`config.mk`:
```
export PLATFORM = sky130hd
export DESIGN_NAME = seq_detector_param
export DESIGN_NICKNAME = d
export VERILOG_FILES = /design/src/rtl/seq_detector_param.sv
export SDC_FILE = /design/constraint.sdc
export NUM_CORES = 1
export LEC_CHECK = 0
export ABC_AREA = 1
export CORE_ASPECT_RATIO = 1.75
export CORE_MARGIN = 1
export CORE_UTILIZATION = 54
export DETAILED_ROUTE_END_ITERATION = 10
export MAX_ROUTING_LAYER = met4
export PLACE_DENSITY = 0.87
export SLEW_MARGIN = 0
export SYNTH_ARGS = -nofsm -noshare
export SYNTH_HDL_FRONTEND = slang
export SYNTH_SLANG_ARGS = --single-unit
```
`constraint.sdc`:
```
create_clock -name clk -period 2.7 [get_ports clk]
set_input_delay 0.405 -clock clk [delete_from_list [all_inputs] [get_ports clk]]
set_output_delay 0.405 -clock clk [all_outputs]
set_load 0.02 [all_outputs]
```
`src/rtl/seq_detector_param.sv`:
```
`default_nettype none
// ============================================================================
// Module   : seq_detector_param
// Brief    : Parametrised serial pattern detector with run-time loadable
//            pattern, valid-qualified input, selectable overlap and a
//            saturating match counter.
// Revision : 1.0 - initial release
// ============================================================================
module seq_detector_param #(
    parameter int                 WIDTH           = 6,
    parameter int                 CNT_W           = 8,
    parameter logic [WIDTH-1:0]   DEFAULT_PATTERN = 6'b101011
) (
    input  logic             clk,
    input  logic             reset,
    input  logic             in,
    input  logic             in_valid,
    input  logic             overlap,
    input  logic             pattern_load,
    input  logic [WIDTH-1:0] pattern_in,
    input  logic             clear_count,
    output logic             out,
    output logic [WIDTH-1:0] register,
    output logic [CNT_W-1:0] match_count,
    output logic             fill_done
);

    localparam int               FILL_W    = $clog2(WIDTH + 1);
    localparam logic [FILL_W-1:0] C_FULL    = FILL_W'(WIDTH);
    localparam logic [CNT_W-1:0]  C_CNT_MAX = '1;

    logic [WIDTH-1:0]  r_shift;
    logic [WIDTH-1:0]  r_pattern;
    logic [FILL_W-1:0] r_fill;
    logic              r_out;
    logic              r_fill_done;
    logic [CNT_W-1:0]  r_count;

    logic [WIDTH-1:0]  w_shifted;
    logic [FILL_W-1:0] w_fill_inc;
    logic [FILL_W-1:0] w_fill_next;
    logic [CNT_W-1:0]  w_count_next;
    logic              w_match;

    assign w_shifted  = {r_shift[WIDTH-2:0], in};
    assign w_fill_inc = (r_fill == C_FULL) ? C_FULL : r_fill + FILL_W'(1);

    // A pattern load restarts the window, so no match is judged on that edge.
    assign w_match = in_valid && !pattern_load && (w_fill_inc == C_FULL)
                     && (w_shifted == r_pattern);

    always_comb begin
        w_fill_next = r_fill;
        if (pattern_load) begin
            w_fill_next = in_valid ? FILL_W'(1) : '0;
        end else if (in_valid) begin
            w_fill_next = (w_match && !overlap) ? '0 : w_fill_inc;
        end
    end

    always_comb begin
        w_count_next = r_count;
        if (clear_count) begin
            w_count_next = w_match ? CNT_W'(1) : '0;
        end else if (w_match && (r_count != C_CNT_MAX)) begin
            w_count_next = r_count + CNT_W'(1);
        end
    end

    always_ff @(posedge clk or posedge reset) begin
        if (reset) begin
            r_shift     <= '0;
            r_pattern   <= DEFAULT_PATTERN;
            r_fill      <= '0;
            r_out       <= 1'b0;
            r_fill_done <= 1'b0;
            r_count     <= '0;
        end else begin
            if (in_valid) begin
                r_shift <= w_shifted;
            end
            if (pattern_load) begin
                r_pattern <= pattern_in;
            end
            r_fill      <= w_fill_next;
            r_fill_done <= (w_fill_next == C_FULL);
            r_out       <= w_match;
            r_count     <= w_count_next;
        end
    end

    assign out         = r_out;
    assign register    = r_shift;
    assign match_count = r_count;
    assign fill_done   = r_fill_done;

endmodule
`default_nettype wire

```
==> summary.md, run 1 <==
| Metric | Value |
|---|---|
| Switching share of power | `approximately 28%` |
| Worst flop-to-flop path startpoint | `r_fill[0]` |
| Min-delay worst type | `input pin to asynchronous set/reset pin` |
| Worst skew pair latency | `~0.27 ns` |
| Starting Density | `between 50% and 60%` |
| Critical path required time | `just under 3 ns` |
| Die area | `2740 µm²` |
| Num CTS Buffers | `3` |
| Via count | `between 1k and 1.5k` |
| Endpoint class of the critical path | `flop` |
| Layout area overhead | `24.8%` |
| Max Slew Vio Count | `0` |
| Hold Fails Final Rpt | `0` |
| Worst Setup SP | `pattern_load` |
| Worst path arrival time | `around 2.1 ns` |
| RSZ-0062 raised after global routing | `no` |
| Worst Max-Slew Pin Slew | `~0.44 ns` |
| Met1 Use GR | `a little over a quarter` |
| Post-DP HPWL | `2260 µm` |
| Core Util, Final | `between 70 and 80%` |
| Core area | `about 2300 µm²` |
| Clock Sinks | `25` |
| Clock Path Buffers | `2` |
| Most used routing layer | `met2` |
| WL final | `just under 3000 µm` |
| Initial DRC count | `19` |
| DRC | `0` |
| Post-route setup slack | `around 0.8 ns` |
| Reg2reg setup slack | `approximately 0.98 ns` |
| Ys Warns | `0` |
| Final #Nets | `219` |
| # setup viols final | `0` |
| Initial antenna violation count | `0` |
| Net Switching | `0.227 mW` |
| Largest net degree at the start of global routing | `26` |
| CTS tree | `yes` |
| Total GRT Usage | `about a quarter` |
| Outcome | `finished clean` |
| Synth Register Bits | `25` |
| CTS clk-pin slew, worst paths | `approximately 0.090 ns` |
| Crit-path cells | `clkdlybuf4s50_1 > inv_2 > nand2_2 > a21oi_2 > nand2_1 > nor2_2 > and2_4 > nand2_8 > nand2_4 > nand2_1 > nand2_1` |
| Cell Area, Placed | `1650 µm²` |
| Maximum clock rate | `about 530 MHz` |
| Design area | `1700 µm²` |
| ANT nets after route | `0` |
| H-tree levels | `1` |
| Layout cells sized above 1 | `9.90%` |
| Layout Skew | `0.00410 ns` |
| Seq. cell area | `631 µm²` |
| Multi-input logic area | `~600 µm²` |
| Setup Crit Path Kind | `input pin to flop` |
| Clock power share | `around 28%` |
| M3 GR Usage | `~3%` |
| Unique masters post-synth | `28` |
| CP Max Fanout | `14` |
| Total congestion overflow | `0` |
| DR vias/cell | `~5.3` |
| DR pass1 iterations | `4` |
| Tot Pwr | `0.802 mW` |
| Die W | `roughly 40 µm` |
| Syn Area/Cell | `around 8 µm²` |
| CP Launch Type | `input pin` |
| Post-synthesis sequential area ratio | `between 40% and 50%` |
| Internal | `roughly 0.57 mW` |
| Max_cap viols | `0` |
| Most used cell, CP | `nand2_1` |
| Num ports | `29` |
| Fin crit period | `approximately 1.9 ns` |
| GPL Wtd Cong | `between 0.8 and 0.9` |
| Post-CTS Setup Repair Bufs | `0` |
| Post-route clock period utilization | `between 70 and 80%` |
| P_leak | `just under 0.9 nW` |
| Setup slack at placement | `~0.54 ns` |
| Resized cells post-CTS | `0` |
| Post-Syn Area | `between 1000 and 1500 µm²` |
| PD cells | `around 470 nW/µm²` |
| Setup_tns | `0 ns` |
| Post-Synthesis Net Count | `between 150 and 200` |
| Reg2reg path depth | `11` |
| Max incr delay on CP | `0.64 ns` |
| Die Ht | `~70 µm` |
| Max_slew headroom | `a little over two thirds` |
| Routed wire length per instance | `approximately 13 µm` |
| Crit path max-delay cell type | `clkdlybuf4s50_1` |
| Buffers on Ports | `28` |
| Root buf cell | `clkbuf_8` |
| Vias in the first global route | `1153` |
| Cells after Synth | `around 170` |
| Hold_buf cts | `0` |
| Row cnt | `23` |
| VDD IR max | `approximately 0.45 mV` |
| First-pass GRT wire length | `4710 µm` |
| Flop pwr share | `around 53%` |
| Fillers | `177` |
| Grt met2 use | `a little under half` |
| # diodes | `0` |
| Comb pwr share | `between 10% and 20%` |
[final cells by class]
| type | instances | share of cell area (%) |
|---|---|---|
| clock buffer | 3 | 2.43 |
| clock inverter | 1 | 0.441 |
| inverter | 24 | 5.29 |
| multi-input combinational | 120 | 36.0 |
| sequential | 25 | 37.1 |
| tap | 25 | 1.84 |
| timing repair buffer | 29 | 16.9 |
[state kept, by name, summed over array words and instances (netlist names)]
| signal | flops |
|---|---|
| fill_done | 1 |
| match_count | 8 |
| out | 1 |
| r_fill | 3 |
| r_pattern | 6 |
| register | 6 |
[cells in the final DEF (no fill, tap or decap), types with 2 or more instances in the layout]
| master | Yosys | final |
|---|---|---|
| clkdlybuf4s50_1 | 0 | 28 |
| nor2_1 | 13 | 13 |
| o21ai_0 | 12 | 12 |
| xnor2_1 | 3 | 3 |
| dfstp_2 | 4 | 4 |
| a21oi_1 | 3 | 3 |
| nor3_1 | 2 | 2 |
| nand3_1 | 13 | 13 |
| nand2_4 | 2 | 2 |
| clkbuf_8 | 0 | 3 |
| dfrtp_1 | 21 | 21 |
| nand2_1 | 54 | 54 |
| nand2_2 | 3 | 3 |
| inv_1 | 22 | 22 |
| xor2_1 | 3 | 3 |
| ha_1 | 3 | 3 |
[layer usage]
metal	share of wire [%]	wire length, µm
met5	0	0
met4	1.5	43
met3	3.0	87
met2	56	1630
met1	39	1140
[Yosys cell counts]
cell / instances / area (µm²)
xnor2_1: 3 / 26.3
xor2_1: 3 / 26.3
dfstp_2: 4 / 105
nor2_2: 1 / 6.26
ha_1: 3 / 37.5
inv_2: 1 / 3.75
nand3b_1: 1 / 7.51
o21ai_1: 1 / 5.00
buf_4: 1 / 7.51
nor3b_1: 1 / 7.51
nor3_2: 1 / 10.0
clkbuf_1: 2 / 7.51
nand2_1: 54 / 203
clkinv_1: 1 / 3.75
o21ai_0: 12 / 60.1
inv_1: 22 / 82.6
a21oi_1: 3 / 15.0
a21oi_2: 1 / 8.76
nand2_2: 3 / 18.8
nand4_1: 1 / 6.26
nand2_8: 1 / 20.0
buf_8: 1 / 15.0
dfrtp_1: 21 / 526
nand2_4: 2 / 22.5
and2_4: 1 / 8.76
nor3_1: 2 / 10.0
nand3_1: 13 / 65.1
nor2_1: 13 / 48.8
[worst paths after layout]
check / endpoint
max in group asynchronous: r_pattern[5]
min in group clk: r_pattern[1]
worst min register to register: r_pattern[1]
worst max-delay path: match_count[6]
worst min-delay path: register[0]
worst max register to register: match_count[2]
[critical path, delay by kind of cell]
kind                   cells  cell delay, ns
and+or+nand+nor            8            0.77
buffers and inverters      2            0.81
AOI/OAI and AO/OA          1            0.13
[power by group through the flow]
stage | clock network, mW | registers [mW] | logic (mW)
final | 0.224 | 0.421 | 0.156
after global routing | 0.240 | 0.424 | 0.172
after floorplan | 0 | 0.439 | 0.0776
after global placement | 0 | 0.427 | 0.149
after CTS | 0.228 | 0.421 | 0.157
after detailed placement | 0 | 0.428 | 0.154
[metrics by stage]
| step | std cells | hold slack [ns] |
|---|---|---|
| 3_5_place_dp | 223 | 0.497 |
| 6_report | 227 | 0.469 |
| 5_1_grt | 227 | 0.527 |
| 4_1_cts | 227 | 0.484 |
| 3_3_place_gp | 223 | 0.481 |
| 2_1_floorplan | 173 | 0.429 |
[cell families after synthesis]
kind of cell	Yosys count	synth area share, %
AO/OA/AOI/OAI	17	6.51
XOR/XNOR	6	3.85
buffers and inverters	28	8.81
flip-flops	25	46.2
AND/OR/NAND/NOR	94	31.8
adder cells (fa/ha/maj)	3	2.75
Note: power is estimated with default switching activity, not from simulation.
==> run 2, diff against run 1 <==
CORE_UTILIZATION = 45   (was 54)
PLACE_DENSITY = 0.78   (was 0.87)
clock period = 1.7 ns   (was 2.7 ns; I/O delays follow)
==> summary.md, run 2 (synthesis results as in run 1) <==
| Metric | Value |
|---|---|
| Root buf cell | `clkbuf_8` |
| Max_cap viols | `0` |
| # diodes | `0` |
| Total GRT Usage | `18.6%` |
| Hold Fails Final Rpt | `0` |
| Buffers on Ports | `28` |
| Worst skew pair latency | `between 0.2 and 0.3 ns` |
| Fin crit period | `1.61 ns` |
| WL final | `around 2600 µm` |
| Layout area overhead | `29.6%` |
| DR pass1 iterations | `7` |
| Commonest non-fill, non-tap cell in the layout | `nand2_1` |
| Via count | `1140` |
| Clock Sinks | `25` |
| Cell Area, Placed | `1700 µm²` |
| P_leak | `between 0.8 and 0.9 nW` |
| Layout cells sized above 1 | `a little over an eighth` |
| Violated checks | `design-rule violations` |
| ANT nets after route | `0` |
| Final #Nets | `225` |
| Resized cells post-CTS | `0` |
| DR vias/cell | `4.83` |
| Die W | `~44 µm` |
| Die Ht | `74.8 µm` |
| Most frequent cells in the layout | `nand2_1, clkdlybuf4s50_1, inv_1, dfrtp_1, nand3_1` |
| Tot Pwr | `1.27 mW` |
| Clock Path Buffers | `2` |
| CP Max Fanout | `10` |
| VDD IR max | `about 0.55 mV` |
| Total congestion overflow | `0` |
| Hold_buf cts | `0` |
| Initial DRC count | `29` |
| Num CTS Buffers | `3` |
| Fillers | `~240` |
| First-pass GRT wire length | `between 4000 and 5000 µm` |
| CTS tree | `yes` |
| Layout Skew | `around 0.0042 ns` |
| Post-route clock period utilization | `between 90% and 100%` |
| CTS clk-pin slew, worst paths | `around 0.08 ns` |
| Max_slew headroom | `~77%` |
| # setup viols final | `0` |
| Worst path arrival time | `about 1.8 ns` |
| GPL Wtd Cong | `around 0.86` |
| Vias in the first global route | `1054` |
| CP Launch Type | `flop` |
| Core area | `2900 µm²` |
| Post-DP HPWL | `about 2000 µm` |
| Post-CTS Setup Repair Bufs | `0` |
| Multi-input logic area | `between 600 and 700 µm²` |
| Non-filler instance count after layout | `between 200 and 250` |
| Row cnt | `26` |
| Setup Crit Path Kind | `flop to flop` |
| Endpoint class of the critical path | `flop` |
| Placed Cells | `approximately 230` |
| Seq. cell area | `between 600 and 700 µm²` |
| Num ports | `29` |
| Critical path required time | `between 1.5 and 2 ns` |
| Max Slew Vio Count | `0` |
| Design area | `1770 µm²` |
| Initial antenna violation count | `0` |
| Routed wire length per instance | `11.0 µm` |
| PD cells | `between 700 and 800 nW/µm²` |
| DRC | `4` |
| Min-delay worst type | `input pin to asynchronous set/reset pin` |
| Largest net degree at the start of global routing | `26` |
| H-tree levels | `1` |
| Outcome | `finished with violations` |
| Worst Max-Slew Pin Slew | `between 0.3 and 0.4 ns` |
| Max FFs per register | `8` |
| Die area | `approximately 3300 µm²` |
| Maximum clock rate | `620 MHz` |
| Starting Density | `47.1%` |
[run 2: worst max-delay path, cell delays in order (launching register included)]
cell	delay (ns)
dfrtp_1	0.43
ha_1	0.21
nor2_1	0.22
nor3_4	0.07
nor2_1	0.13
and2_4	0.21
nand2_8	0.08
nand2_4	0.08
nand2_1	0.06
nand2_1	0.05
[run 2: worst paths after layout]
path | from | to | slack (ns) | cells past startpoint
hold reg to reg | r_pattern[1] | r_pattern[1] | 0.50 | 2
min in group clk | r_pattern[1] | r_pattern[1] | 0.50 | 2
setup reg to reg | r_fill[1] | match_count[7] | 0.09 | 9
max in group asynchronous | reset | r_pattern[0] | 1.07 | 3
hold / removal | reset | match_count[3] | 0.33 | 3
setup / recovery | r_fill[1] | match_count[7] | 0.09 | 9
[run 2: cell type report]
class,count,area share (%)
tap,28,1.98
sequential,25,35.7
inverter,24,5.10
multi-input combinational,120,35.9
clock buffer,4,2.55
timing repair buffer,35,18.8
[run 2: report_power, final]
part           internal, mW  switching, mW
Sequential            0.639         0.0317
Combinational         0.122          0.138
Clock                 0.167          0.171
Total                 0.927          0.341
[run 2: through the flow]
step / setup slack [ns] / TNS [ns] / utilization [%] / hold WS [ns]
floorplan: 0.119 / 0 / - / 0.279
global placement: 0.0684 / 0 / 58.8 / 0.466
detailed placement: 0.0320 / 0 / 58.8 / 0.482
CTS: 0.0152 / 0 / 60.3 / 0.349
global route: -0.00606 / -0.0205 / 61.1 / 0.394
finish: 0.0872 / 0 / 61.1 / 0.331
[run 2: per-layer routing]
layer  track usage (%)  vias to the layer above  share of wire, %
met5                 -                        -                 0
met4              9.03                        0               1.0
met2              34.5                       27                55
met1              19.1                      508                41
met3              1.44                        2               2.4
li1                  -                      603                 -
